[src/rtl/result_bcd_converter.sv]
// Result magnitude to packed BCD via iterative shift-and-add-3.
// Drives digits, leading-zero blanks and display sign for the 7-seg driver.
module result_bcd_converter #(
  parameter int MAG_WIDTH  = 9,
  parameter int NUM_DIGITS = 3
) (
  input  logic                    clk,
  input  logic                    rst,
  input  logic                    start,
  input  logic [MAG_WIDTH-1:0]    mag_in,
  input  logic                    sign_in,
  output logic                    busy,
  output logic                    done,
  output logic [4*NUM_DIGITS-1:0] bcd_out,
  output logic [NUM_DIGITS-1:0]   blank_out,
  output logic                    neg_out
);

  localparam int BW = 4 * NUM_DIGITS;
  localparam int SW = BW + MAG_WIDTH;
  localparam int CW = $clog2(MAG_WIDTH + 1);
  localparam logic [NUM_DIGITS-1:0] BLANK_RST =
    {{(NUM_DIGITS-1){1'b1}}, 1'b0};

  typedef enum logic [1:0] {
    IDLE,
    SHIFT,
    DONE
  } state_e;

  state_e                state_q, state_d;
  logic [SW-1:0]         sr_q, sr_d;
  logic [CW-1:0]         cnt_q, cnt_d;
  logic                  sign_q, sign_d;
  logic [BW-1:0]         bcd_q, bcd_d;
  logic [NUM_DIGITS-1:0] blank_q, blank_d;
  logic                  neg_q, neg_d;

  logic [SW-1:0]         adj;
  logic [SW-1:0]         shl;
  logic [BW-1:0]         digits;
  logic                  zero_above;

  always_ff @(posedge clk) begin
    if (rst) begin
      state_q <= IDLE;
      sr_q    <= '0;
      cnt_q   <= '0;
      sign_q  <= 1'b0;
      bcd_q   <= '0;
      blank_q <= BLANK_RST;
      neg_q   <= 1'b0;
    end else begin
      state_q <= state_d;
      sr_q    <= sr_d;
      cnt_q   <= cnt_d;
      sign_q  <= sign_d;
      bcd_q   <= bcd_d;
      blank_q <= blank_d;
      neg_q   <= neg_d;
    end
  end

  always_comb begin
    state_d = state_q;
    unique case (state_q)
      IDLE:    if (start) state_d = SHIFT;
      SHIFT:   if (cnt_q == CW'(1)) state_d = DONE;
      DONE:    state_d = IDLE;
      default: state_d = IDLE;
    endcase
  end

  // Nibble correction is on the pre-shift value, no inter-nibble carry.
  always_comb begin
    adj = sr_q;
    for (int i = 0; i < NUM_DIGITS; i++) begin
      if (sr_q[MAG_WIDTH+4*i +: 4] >= 4'd5)
        adj[MAG_WIDTH+4*i +: 4] = sr_q[MAG_WIDTH+4*i +: 4] + 4'd3;
    end
    shl    = adj << 1;
    digits = shl[SW-1 -: BW];
  end

  always_comb begin
    sr_d       = sr_q;
    cnt_d      = cnt_q;
    sign_d     = sign_q;
    bcd_d      = bcd_q;
    blank_d    = blank_q;
    neg_d      = neg_q;
    zero_above = 1'b1;
    unique case (state_q)
      IDLE: begin
        if (start) begin
          sr_d   = {{BW{1'b0}}, mag_in};
          cnt_d  = CW'(MAG_WIDTH);
          sign_d = sign_in;
        end
      end
      SHIFT: begin
        sr_d  = shl;
        cnt_d = cnt_q - CW'(1);
        if (cnt_q == CW'(1)) begin
          bcd_d = digits;
          for (int i = NUM_DIGITS - 1; i >= 0; i--) begin
            zero_above = zero_above && (digits[4*i +: 4] == 4'd0);
            blank_d[i] = zero_above;
          end
          blank_d[0] = 1'b0;
          neg_d      = sign_q && (digits != '0);
        end
      end
      default: ;
    endcase
  end

  always_comb begin
    busy = (state_q == SHIFT);
    done = (state_q == DONE);
  end

  assign bcd_out   = bcd_q;
  assign blank_out = blank_q;
  assign neg_out   = neg_q;

endmodule

[config.mk]
export PLATFORM = sky130hd
export DESIGN_NAME = result_bcd_converter
export DESIGN_NICKNAME = d
export VERILOG_FILES = /design/src/rtl/result_bcd_converter.sv
export SDC_FILE = /design/constraint.sdc
export NUM_CORES = 1
export LEC_CHECK = 0
export ABC_AREA = 1
export BUFFER_PORTS_ARGS = -buffer_cell sky130_fd_sc_hd__buf_4
export CORE_MARGIN = 3
export CORE_UTILIZATION = 45
export CTS_CLUSTER_DIAMETER = 30
export CTS_CLUSTER_SIZE = 16
export DETAILED_ROUTE_END_ITERATION = 8
export PLACE_DENSITY = 0.61
export REMOVE_ABC_BUFFERS = 1
export SYNTH_ARGS = -nofsm -noshare
export SYNTH_HDL_FRONTEND = slang
export SYNTH_SLANG_ARGS = --single-unit
export TNS_END_PERCENT = 30
[constraint.sdc]
create_clock -name clk -period 2.15 [get_ports clk]
set_input_delay 0.5375 -clock clk [delete_from_list [all_inputs] [get_ports clk]]
set_output_delay 0.5375 -clock clk [all_outputs]
set_load 0.02 [all_outputs]
# --- Word level (Yosys, flattened, before mapping) ---
# Cells that the tools add are included.
word_totals:
  regBits: 43
  mem_bits_ro: 0
  output_inout_bits: 18
  elab_cells: 40
  in_bits: 13
  n_memories: 0
  latchBits: 0
  ram_bits: 0
op_classes:
  n_reduce_logical: 11
  eq_ne: 5
  n_div: 0
  n_shift: 0
  multipliers: 0
  n_bitwise: 0
  n_addsub: 4
  n_mux: 10
  n_lt_le_gt_ge: 3
ops:
  columns: ["operator", "count"]
  rows:
  - ["$pmux W21 S2", 1]
  - ["$mux W21", 1]
  - ["$ge A4 B3 Y1 const B", 3]
  - ["$mux W4", 3]
  - ["$reduce_bool A12 Y1", 1]
  - ["$add A4 B2 Y4 const B", 2]
  - ["$logic_not A4 Y1", 2]
  - ["$pmux W4 S2", 1]
  - ["$reduce_and A2 Y1", 4]
  - ["$eq A4 B1 Y1 const B", 1]
  - ["$mux W2", 2]
  - ["$pmux W2 S2", 1]
  - ["$sub A4 B1 Y4 const B", 1]
  - ["$add A3 B2 Y3 const B", 1]
  - ["$mux W3", 1]
  - ["$eq A2 B1 Y1 const B", 1]
  - ["$eq A2 B2 Y1 const B", 1]
  - ["$logic_and A1 B1 Y1", 2]
  - ["$logic_not A2 Y1", 1]
  - ["$ne A2 B1 Y1 const B", 1]
  - ["$ne A2 B2 Y1 const B", 1]
  - ["$reduce_bool A2 Y1", 1]

# --- Depth between registers and ports, before layout ---
# Gate-level depths: netlist of the first run.
logic_depth:
  ltp_word: 4
  ltp_mapped: 12
  mapped_depth_nobuf: 12

# --- Worst setup path before layout of the first run ---
# No wires, ideal clock.
synth_timing:
  path_type: "flip-flop to flip-flop"
  startpoint: "register sr_q[17]"
  endpoint: "register neg_q (netlist: neg_out)"
  arrival_ns: 1.322
  slack_ns: 0.695
  synth_period_minus_slack_ns: 1.455
  required_time_ns: 2.016
  n_path_buf: 0
  setup_time_ns: 0.134
  path_stages_with_launch: 13
  path_cell_list: "dfxtp_1 -> inv_1 -> ha_1 -> inv_1 -> nand2_1 -> nand3_1 -> nand2_1 -> nand2_1 -> nand2_1 -> nor2_1 -> nand3_1 -> nand2_1 -> a21oi_1"
synth_via:
  elab_chain_len: 4
  elab_cells_between_ends: 5
  classes_between: "1 x add/sub; 1 x order compare; 1 x mux; 2 x reduce/logical"
synth_lines:
  columns: ["item", "line", "rtl"]
  rows:
  - ["start, declared", "32", "logic [SW-1:0] sr_q, sr_d;"]
  - ["start signal, assigned", "55", "sr_q <= sr_d;"]
  - ["$ge A4 B3 Y1 or $add A3 B2 Y3 (tied branches)", "78, 79", null]
  - ["$mux W3 *", "78", "if (sr_q[MAG_WIDTH+4*i +: 4] >= 4'd5)"]
  - ["$reduce_bool A12 Y1 *", "111", "neg_d = sign_q && (digits != '0);"]
  - ["$logic_and A1 B1 Y1 *", "111", null]
  - ["end signal, assigned", "60", "neg_q <= neg_d;"]
  - ["end, declared", "37", "logic neg_q, neg_d;"]
# Every way passes the cells marked *; elsewhere a longest branch is shown, timed or not.
# A chain may end at the register's enable or synchronous reset.

# --- Worst setup path in the final report of the first run ---
layout_timing:
  startpoint: "register state_q[0]"
  endpoint: "output busy"
layout_via:
  elab_chain_len: 1
layout_lines:
  columns: ["item", "line", "rtl"]
  rows:
  - ["start, declared", "31", "state_e state_q, state_d;"]
  - ["start signal, assigned", "54", "state_q <= state_d;"]
  - ["$eq A2 B1 Y1", "119", "busy = (state_q == SHIFT);"]
  - ["end, declared", "12", "output logic busy,"]
# Every way passes these cells.

==> qor.csv, run 1 <==
stage,metric,value,unit
status,status,finished clean,
pwr,max-vdd-ir-drop,0.000343,V
pwr,power.total,1.72,mW
critical_path,path_delay_family,buffers and inverters,
final_layout,syn_to_final_growth,15.8,%
final_layout,finish.utilization,56.6,%
critical_path,path_buf_inv,3,
place,hpwlAfterDp,3.17,mm
critical_path,rr_endpoint,neg_out$_SDFFE_PP0P_,
detailed_routing,drtPass1Iterations,4,
global_route,grt-ovfl-total,0,
critical_path,cp_max_fo,23,
clock_network,ctsLongestPathBuffers,2,
critical_path,crit_path_end_kind,output pin,
timing,hold_viol_final,0,
synthesis,synthesis.area,0.00205,mm^2
place,placed_area,0.00228,mm^2
pwr,p_leak,1.05,nW
detailed_routing,wl,4.58,mm
timing,fin_crit_sh,84.9,%
synthesis,ys_types,28,
final_layout,fin_nets,330,
critical_path,worstRegToRegCells,12,
synthesis,netlist.area_leader.share,41.9,%
timing,maxSlewHeadroom,58.3,%
timing,min_period,1.83,ns
floorplan,io_pins,31,
place,gp_congestion,0.792,
final_layout,fin_cells,360,
synthesis,yosys_register_bits,43,
critical_path,r2r_slack,0.45,ns
final_layout,seq_area,861,um^2
floorplan,fp.dieW,73.6,um
clock_network,cts_tree,done,
hold_path,whs_path_depth,2,
clock_network,cts-resized-gates,0,
timing,worst_hold_slack,0.468,ns
synthesis,syn_inst,283,
timing,setup_tns,0,ns
timing,tightest_slew,0.624,ns
timing,drv_slew,0,
clock_network,cts-root-buf,clkbuf_8,
detailed_routing,wl_per_cell,12.7,um
hold_path,holdCritPathClass,flip-flop to flip-flop,
timing,rsz0062_at_grt,no,
synthesis,ys_warn_count,0,
critical_path,critPathLaunchType,flip-flop,
critical_path,cp_common_cell,buf_4,
critical_path,cpPeakStageDelay,0.37,ns
pwr,p_per_area,724,mW/mm^2
detailed_routing,via_per_inst,5.06,
global_route,grt_max_degree,24,
detailed_routing,drt-initial-drc-count,103,
hold_path,min_to,sign_q$_SDFFE_PP0P_,
timing,fin_ws,0.324,ns
floorplan,start_util,48.9,%
clock_network,cts_sinks,43,
floorplan,dieHeight,73.6,um
place,dp_slack,0.452,ns
final_layout,antenna_cells,0,
clock_network,hold_buffers,0,
critical_path,cp_slowest_cell,dfxtp_1,
place,placedCellCount,352,
synthesis,synth_top_cell_by_area,dfxtp_1,
synthesis,seq_area_frac_synth,41.9,%
detailed_routing,postRouteAntennaNets,0,
final_layout,design_area,0.00238,mm^2
global_route,grt_pass1_wl,7.85,mm
timing,fin_skew,0.00180,ns
final_layout,fillers,425,
critical_path,required,1.61,ns
clock_network,numCtsBuffers,5,
timing,finalSetupViolCount,0,
critical_path,crit_chain,inv_2 -> nor2_4 -> buf_4 -> buf_4,
final_layout,drive_gt1_share,15.8,%
detailed_routing,drc,0,
run,max_cap_viol_count,0,
synthesis,avgSynthCellArea,7.26,um^2
clock_network,cts_max_level,2,
critical_path,cp.arrival,1.29,ns
clock_network,clk_latency,0.30,ns
hold_path,min_from,sign_q$_SDFFE_PP0P_,
global_route,gr-usage-all-layers,18.7,%
critical_path,critPathKind,flip-flop to output pin,
global_route,grt_pass1_vias,1746,
synthesis,synthTopCellsByArea,"dfxtp_1, nand2_1, nand3_1",
clock_network,clk_pin_slew,0.08,ns
timing,fmax,548,MHz
place,io_buffers,29,
final_layout,multi_input_area,0.00101,mm^2
detailed_routing,vias,1820,
critical_path,r2r-start,sr_q[17]$_SDFFE_PP0P_,
clock_network,cts_setup_buffers,0,
global_route,antenna_found_initial,0,
floorplan,dieArea,0.00541,mm^2
floorplan,core_area,0.00420,mm^2
floorplan,rows,23,
placed cells by master, fill, tap and decap left out, drive strengths merged, types with 7 or more instances in the layout:
cell type  instances
a31oi              9
nor2              15
buf               30
nand4              7
inv               30
o21ai             22
dfxtp             43
ha                 8
a21oi             25
nand3             26
nand2             82
clkbuf             8
flip-flops by register name (all words and copies together), names as in the netlist:
name,cells
bcd_out,12
blank_out,2
cnt_q,4
neg_out,1
sign_q,1
sr_q,21
state_q,2
cell usage after synthesis:
| cell | number |
|---|---|
| nor3_1 | 1 |
| inv_4 | 2 |
| nand2_4 | 1 |
| a31oi_1 | 9 |
| buf_2 | 2 |
| dfxtp_1 | 43 |
| o21ai_0 | 16 |
| nand4_1 | 7 |
| conb_1 | 1 |
| and2_1 | 1 |
| clkbuf_1 | 4 |
| buf_1 | 1 |
| a21oi_2 | 1 |
| nand3_2 | 1 |
| or2_0 | 1 |
| buf_6 | 1 |
| nand3_1 | 25 |
| nor2_8 | 1 |
| inv_2 | 3 |
| a21oi_1 | 24 |
| nand2_1 | 81 |
| ha_1 | 8 |
| o211ai_1 | 1 |
| nor2_4 | 3 |
| buf_4 | 3 |
| o21ai_1 | 6 |
| inv_1 | 25 |
| nor2_1 | 11 |
where the power goes:
part           internal (mW)  switching (mW)  leakage, nW
Clock                  0.294           0.281       0.0515
Sequential             0.844          0.0313        0.350
Combinational         0.0929           0.180        0.645
worst min-delay path, cell delays in order, from the launching register on:
cell     delay (ns)
dfxtp_1        0.30
inv_1          0.06
a21oi_1        0.06
cell families after synthesis:
kind of cell / share of synthesized area, %
AOI/OAI and AO/OA: 14.7
adders and majority gates: 4.87
buffers and inverters: 8.77
DFF: 41.9
other: 0.183
and+or+nand+nor: 29.5
routing by layer:
layer	part of all wire [%]	vias up	track usage, %
met2	44	33	30.5
met4	1.2	0	6.04
met3	4.4	5	5.20
li1	-	979	-
met5	0	-	0
met1	50	803	23.7
worst max-delay path by stage:
stage               slack (ns)                    start               endpoint  cells past startpoint
floorplan                 0.46  state_q[0]$_SDFFE_PP0P_  cnt_q[3]$_SDFFE_PP0P_                     10
global placement          0.49    sr_q[17]$_SDFFE_PP0P_   neg_out$_SDFFE_PP0P_                     12
detailed placement        0.45                      rst   sr_q[2]$_SDFFE_PP0P_                      4
CTS                       0.31  state_q[0]$_SDFFE_PP0P_                   busy                      4
global route              0.23  state_q[0]$_SDFFE_PP0P_                   busy                      4
finish                    0.32  state_q[0]$_SDFFE_PP0P_                   busy                      4
final cells by class:
cell class	count	area share, %
inverters	30	4.94
flip-flops and latches	43	36.2
clock buffers	8	4.21
repair buffers	30	9.46
multi-input cells	199	42.6
well taps	50	2.63
(Power assumes the default switching activity.)
==> inputs of run 2 (changes only) <==
Settings changed: PLACE_DENSITY 0.61 to 0.64.
Clock period 2.15 ns to 1.55 ns, I/O delays scaled along.
==> run 2 against run 1 <==
Compared with the run above:
- largest power group unchanged
- register-to-register slack worse by 0.40 ns
- die area stayed put
- largest cell class unchanged
- sequential power is 38% higher
- worst setup slack worse by 0.27 ns
- worst hold slack worse by 0.11 ns
- utilization is 5.9 points higher
==> qor.csv, run 2 (synthesis gave the netlist of run 1 again) <==
stage,metric,value,unit,change
status,status,finished clean,,
pwr,combPwrFrac,19.1,%,+3.3 points
detailed_routing,drc,0,,unchanged
floorplan,fp.dieW,73.6,um,unchanged
timing,fmax,667,MHz,
detailed_routing,drt-initial-drc-count,92,,-11%
timing,finalSetupViolCount,0,,unchanged
critical_path,critPathLaunchType,flip-flop,,
clock_network,cts_sinks,43,,unchanged
timing,worst_hold_slack,0.353,ns,-0.115 ns
detailed_routing,wl,4.89,mm,+6.7%
floorplan,core_area,0.00420,mm^2,unchanged
detailed_routing,wl_per_cell,13.1,um,+3.3%
clock_network,hold_buffers,0,,unchanged
detailed_routing,via_per_inst,5.26,,+4.1%
hold_path,holdCritPathClass,input port to flip-flop,,
floorplan,start_util,48.9,%,unchanged
pwr,internal_power,1.67,mW,+36%
critical_path,required,1.16,ns,-0.45 ns
critical_path,cp_max_fo,12,,-48%
critical_path,crit_path_end_kind,output pin,,
critical_path,rr_endpoint,neg_out$_SDFFE_PP0P_,,
final_layout,design_area,0.00263,mm^2,+10%
global_route,met3_usage,4.24,%,-0.96 points
clock_network,cts_max_level,2,,unchanged
pwr,clock_power_share,29.4,%,-3.9 points
detailed_routing,vias,1957,,+7.5%
critical_path,r2r_slack,0.05,ns,-0.40 ns
timing,fin_crit_sh,96.7,%,
hold_path,min_to,sr_q[0]$_SDFFE_PP0P_,,
timing,fin_skew,0.00504,ns,+0.00324 ns
timing,drv_slew,0,,unchanged
critical_path,r2r-start,sr_q[13]$_SDFFE_PP0P_,,
final_layout,syn_to_final_growth,27.9,%,
floorplan,rows,23,,unchanged
clock_network,clk_latency,0.30,ns,about the same
global_route,antenna_found_initial,0,,unchanged
clock_network,numCtsBuffers,5,,unchanged
critical_path,cp.arrival,1.11,ns,-0.18 ns
pwr,p_per_area,897,mW/mm^2,+24%
final_layout,antenna_cells,0,,unchanged
final_layout,drive_gt1_share,31.1,%,+15 points
place,hpwlAfterDp,3.31,mm,+4.2%
global_route,met1_usage,23.9,%,+0.18 points
run,max_cap_viol_count,0,,unchanged
place,placed_area,0.00235,mm^2,+3.0%
floorplan,io_pins,31,,unchanged
clock_network,clk_pin_slew,0.08,ns,about the same
place,io_buffers,29,,unchanged
timing,hold_viol_final,0,,unchanged
final_layout,final_cell_mix,"nand2_1, buf_4, dfxtp_1",,
global_route,busiest_layer,met2,,
pwr,max-vdd-ir-drop,0.000620,V,+81%
timing,min_period,1.50,ns,
pwr,p_switching,0.682,mW,+39%
global_route,grt-ovfl-total,0,,unchanged
critical_path,critPathKind,flip-flop to output pin,,
floorplan,dieHeight,73.6,um,unchanged
clock_network,ctsLongestPathBuffers,2,,unchanged
detailed_routing,postRouteAntennaNets,0,,unchanged
clock_network,cts-root-buf,clkbuf_8,,
detailed_routing,drtPass1Iterations,4,,unchanged
final_layout,top_register,sr_q,,
final_layout,final_common_cell,nand2_1,,
critical_path,worstRegToRegCells,10,,-2
global_route,use_met2,31.8,%,+1.3 points
final_layout,largest_reg_flops,21,,unchanged
global_route,grt_max_degree,18,,-25%
timing,rsz0062_at_grt,yes,,
hold_path,whs_path_depth,3,,+1
global_route,grt_pass1_wl,8.00,mm,+1.8%
hold_path,min_from,mag_in[0],,
floorplan,dieArea,0.00541,mm^2,unchanged
pwr,pwr-share-seq,51.5,%,+0.7 points
place,gp_congestion,0.900,,+14%
pwr,p_leak,1.20,nW,+15%
global_route,gr-usage-all-layers,19.1,%,+0.39 points
final_layout,fin_nets,342,,+3.6%
pwr,swShare,29.0,%,+0.39 points
final_layout,fillers,399,,-6.1%
global_route,grt_pass1_vias,1767,,+1.2%
clock_network,cts_tree,done,,
-- run 2: how the worst max path moves through the flow --
stage	slack (ns)	end	start
finish	0.05	busy	state_q[0]$_SDFFE_PP0P_
global route	-0.09	neg_out$_SDFFE_PP0P_	sr_q[13]$_SDFFE_PP0P_
CTS	0.002	neg_out$_SDFFE_PP0P_	sr_q[13]$_SDFFE_PP0P_
detailed placement	-0.04	neg_out$_SDFFE_PP0P_	sr_q[10]$_SDFFE_PP0P_
global placement	0.002	neg_out$_SDFFE_PP0P_	sr_q[9]$_SDFFE_PP0P_
floorplan	-0.14	cnt_q[3]$_SDFFE_PP0P_	state_q[0]$_SDFFE_PP0P_
-- run 2: area by class of cell --
type / count / area (um^2) / area share [%]
Clock buffer: 7 / 76.3 / 2.90
Tap cell: 50 / 62.6 / 2.38
Clock inverter: 1 / 5.00 / 0.190
Inverter: 30 / 118 / 4.48
Multi-Input combinational cell: 199 / 1140 / 43.5
Sequential cell: 43 / 870 / 33.1
Timing Repair Buffer: 42 / 353 / 13.4
-- run 2: timing repair --
action,in CTS,in global routing
pin swaps,0,9
resized for setup,6,47
buffers inserted,0,2
setup endpoints to repair,2,8
gates cloned,1,0
-- run 2: layer usage --
metal  routed length, um  vias up
li1                    -     1008
met1                2110      897
met2                2450       43
met3                 254        9
met4                  76        0
met5                   0        -
-- run 2: worst max-delay path, stage by stage (launching register included) --
cell and delay (ns):
dfxtp_2 0.35, inv_2 0.04, nor2_4 0.13, buf_12 0.16, buf_4 0.14
-- run 2: metrics by stage --
step                TNS, ns  power (mW)  worst slack, ns  util [%]  cells
finish                    0        2.36           0.0508      62.5    372
global route         -0.114        2.48          -0.0941      62.5    372
CTS                       0        2.38          0.00218      59.1    370
detailed placement  -0.0427        1.64          -0.0427      55.9    361
global placement          0        1.64          0.00229      55.9    361
floorplan            -0.363        1.49           -0.137         -    272
-- run 2: power groups by stage --
stage	Clock, mW	Combinational [mW]	Sequential [mW]
2_1_floorplan	0	0.247	1.24
3_3_place_gp	0	0.404	1.24
3_5_place_dp	0	0.407	1.24
4_1_cts	0.713	0.453	1.21
5_1_grt	0.755	0.504	1.22
6_report	0.694	0.450	1.21
==> inputs of run 3 (changes only) <==
Settings changed: BUFFER_PORTS_ARGS -buffer_cell sky130_fd_sc_hd__buf_4 to unset, DONT_BUFFER_PORTS set to 1, PLACE_DENSITY 0.64 to 0.58, SKIP_CTS_REPAIR_TIMING set to 1.
==> run 3 against run 2 <==
Compared with the run above:
- via count down 7.9%
- final area decreased by 9.5%
- sequential cell count is the same
- combinational power shrank 21%
- clock skew increased by 0.0025 ns
- total power grew 3.8%
- utilization is 6.0 points lower
- global-route usage decreased by 0.97 points
- critical path depth increased by 7
- non-clock buffer count is 30 lower
- clock power grew 26%
- largest power group unchanged
==> qor.csv, run 3 (synthesis gave the netlist of run 1 again) <==
stage,metric,value,unit,change
final_layout,drive_gt1_share,21.6,%,-9.5 points
critical_path,cp_max_fo,4,,-8
clock_network,clk_latency,0.29,ns,about the same
critical_path,r2r-start,sr_q[13]$_SDFFE_PP0P_,,
floorplan,io_pins,31,,unchanged
clock_network,cts-root-buf,clkbuf_8,,
final_layout,final_cell_mix,"nand2_1, dfxtp_1, a21oi_1",,
place,io_buffers,0,,-100%
detailed_routing,vias,1802,,-7.9%
clock_network,clk_pin_slew,0.08,ns,about the same
final_layout,antenna_cells,0,,unchanged
detailed_routing,wl,4.76,mm,-2.6%
timing,min_period,1.49,ns,-0.0135 ns
timing,finalSetupViolCount,0,,unchanged
place,gp_congestion,0.874,,-2.9%
detailed_routing,via_per_inst,5.27,,+0.16%
final_layout,final_common_cell,nand2_1,,
pwr,clock_power_share,35.7,%,+6.3 points
global_route,gr-usage-all-layers,18.1,%,-0.97 points
status,status,finished clean,,
floorplan,rows,23,,unchanged
floorplan,start_util,48.9,%,unchanged
detailed_routing,drtPass1Iterations,4,,unchanged
global_route,grt_pass1_vias,1696,,-4.0%
timing,fin_crit_sh,95.8,%,-0.87 points
critical_path,crit_path_end_kind,flip-flop,,
final_layout,fillers,427,,+7.0%
timing,drv_slew,0,,unchanged
critical_path,critPathLaunchType,flip-flop,,
global_route,grt_pass1_wl,7.62,mm,-4.7%
critical_path,r2r_slack,0.06,ns,about the same
run,max_cap_viol_count,0,,unchanged
hold_path,holdCritPathClass,input port to flip-flop,,
floorplan,dieArea,0.00541,mm^2,unchanged
pwr,p_per_area,1030,mW/mm^2,+15%
hold_path,min_from,rst,,
place,placedCellCount,334,,-7.5%
pwr,combPwrFrac,14.5,%,-4.6 points
final_layout,finish.utilization,56.6,%,-6.0 points
pwr,internal_power,1.77,mW,+5.7%
pwr,pwr-share-seq,49.8,%,-1.7 points
detailed_routing,drc,0,,unchanged
detailed_routing,drt-initial-drc-count,49,,-47%
critical_path,startpoint,sr_q[13]$_SDFFE_PP0P_,,
global_route,grt_max_degree,24,,+6
timing,rsz0062_at_grt,yes,,
detailed_routing,postRouteAntennaNets,0,,unchanged
pwr,max-vdd-ir-drop,0.000561,V,-9.5%
global_route,grt-ovfl-total,0,,unchanged
critical_path,critPathKind,flip-flop to flip-flop,,
final_layout,syn_to_final_growth,15.7,%,
critical_path,required,1.74,ns,+0.58 ns
pwr,p_leak,1.02,nW,-15%
clock_network,cts_tree,done,,
final_layout,fin_nets,312,,-8.8%
final_layout,fin_cells,342,,-8.1%
place,hpwlAfterDp,3.22,mm,-2.6%
final_layout,top_register,sr_q,,
global_route,antenna_found_initial,0,,unchanged
detailed_routing,wl_per_cell,13.9,um,+5.9%
critical_path,cp.arrival,1.67,ns,+0.56 ns
clock_network,cts_max_level,2,,unchanged
clock_network,numCtsBuffers,5,,unchanged
timing,hold_viol_final,0,,unchanged
clock_network,cts_sinks,43,,unchanged
timing,fin_skew,0.00751,ns,+0.00247 ns
floorplan,core_area,0.00420,mm^2,unchanged
final_layout,largest_reg_flops,21,,unchanged
floorplan,fp.dieW,73.6,um,unchanged
timing,fmax,673,MHz,+0.91%
floorplan,dieHeight,73.6,um,unchanged
pwr,swShare,27.6,%,-1.3 points
pwr,p_switching,0.676,mW,-0.93%
clock_network,ctsLongestPathBuffers,2,,unchanged
==> run 3: through the flow <==
stage / hold WS [ns] / TNS, ns / worst slack, ns / cell area (um^2) / power (mW)
floorplan: 0.432 / -0.363 / -0.137 / 1990 / 1.49
detailed placement: 0.450 / -0.0581 / -0.0581 / 2140 / 1.60
global placement: 0.446 / -0.0183 / -0.0183 / 2140 / 1.60
finish: 0.148 / 0 / 0.0643 / 2380 / 2.45
global route: 0.127 / -0.0666 / -0.0666 / 2380 / 2.58
CTS: 0.139 / -0.0667 / -0.0667 / 2260 / 2.47
==> run 3: layer usage <==
| layer | global-route usage (%) | vias up | part of all wire (%) |
|---|---|---|---|
| met3 | 5.61 | 4 | 6.1 |
| met4 | 4.83 | 0 | 0.80 |
| met5 | 0 | - | 0 |
| met2 | 28.8 | 48 | 45 |
| li1 | - | 944 | - |
| met1 | 23.7 | 806 | 48 |
==> run 3: path summary, 6_finish.rpt <==
check / cells after the start / endpoint
hold / removal: 1 / sr_q[9]$_SDFFE_PP0P_
hold reg to reg: 2 / sr_q[0]$_SDFFE_PP0P_
setup / recovery: 11 / neg_out$_SDFFE_PP0P_
setup reg to reg: 11 / neg_out$_SDFFE_PP0P_
==> run 3: layout make-up <==
cell class                 count  area [um^2]  area share, %
sequential                    43          870           36.6
timing repair buffer          12         97.6           4.11
tap                           50         62.6           2.63
clock inverter                 3         43.8           1.84
inverter                      30          120           5.05
clock buffer                   5         68.8           2.89
multi-input combinational    199         1110           46.9
==> run 3: worst max-delay path: stages, from the launching register on <==
cell     delay (ns)
dfxtp_2        0.36
inv_2          0.05
ha_2           0.18
inv_2          0.07
nand2_4        0.06
buf_6          0.13
nand2_1        0.08
nand3_1        0.10
nor2_2         0.12
nand3_1        0.09
nand2_1        0.08
a21oi_2        0.05
==> run 3: power by group through the flow <==
stage          clock network [mW]  registers [mW]  logic (mW)
2_1_floorplan                   0            1.24       0.247
3_3_place_gp                    0            1.25       0.352
3_5_place_dp                    0            1.25       0.353
4_1_cts                     0.900            1.22       0.353
5_1_grt                     0.951            1.23       0.405
6_report                    0.872            1.22       0.355
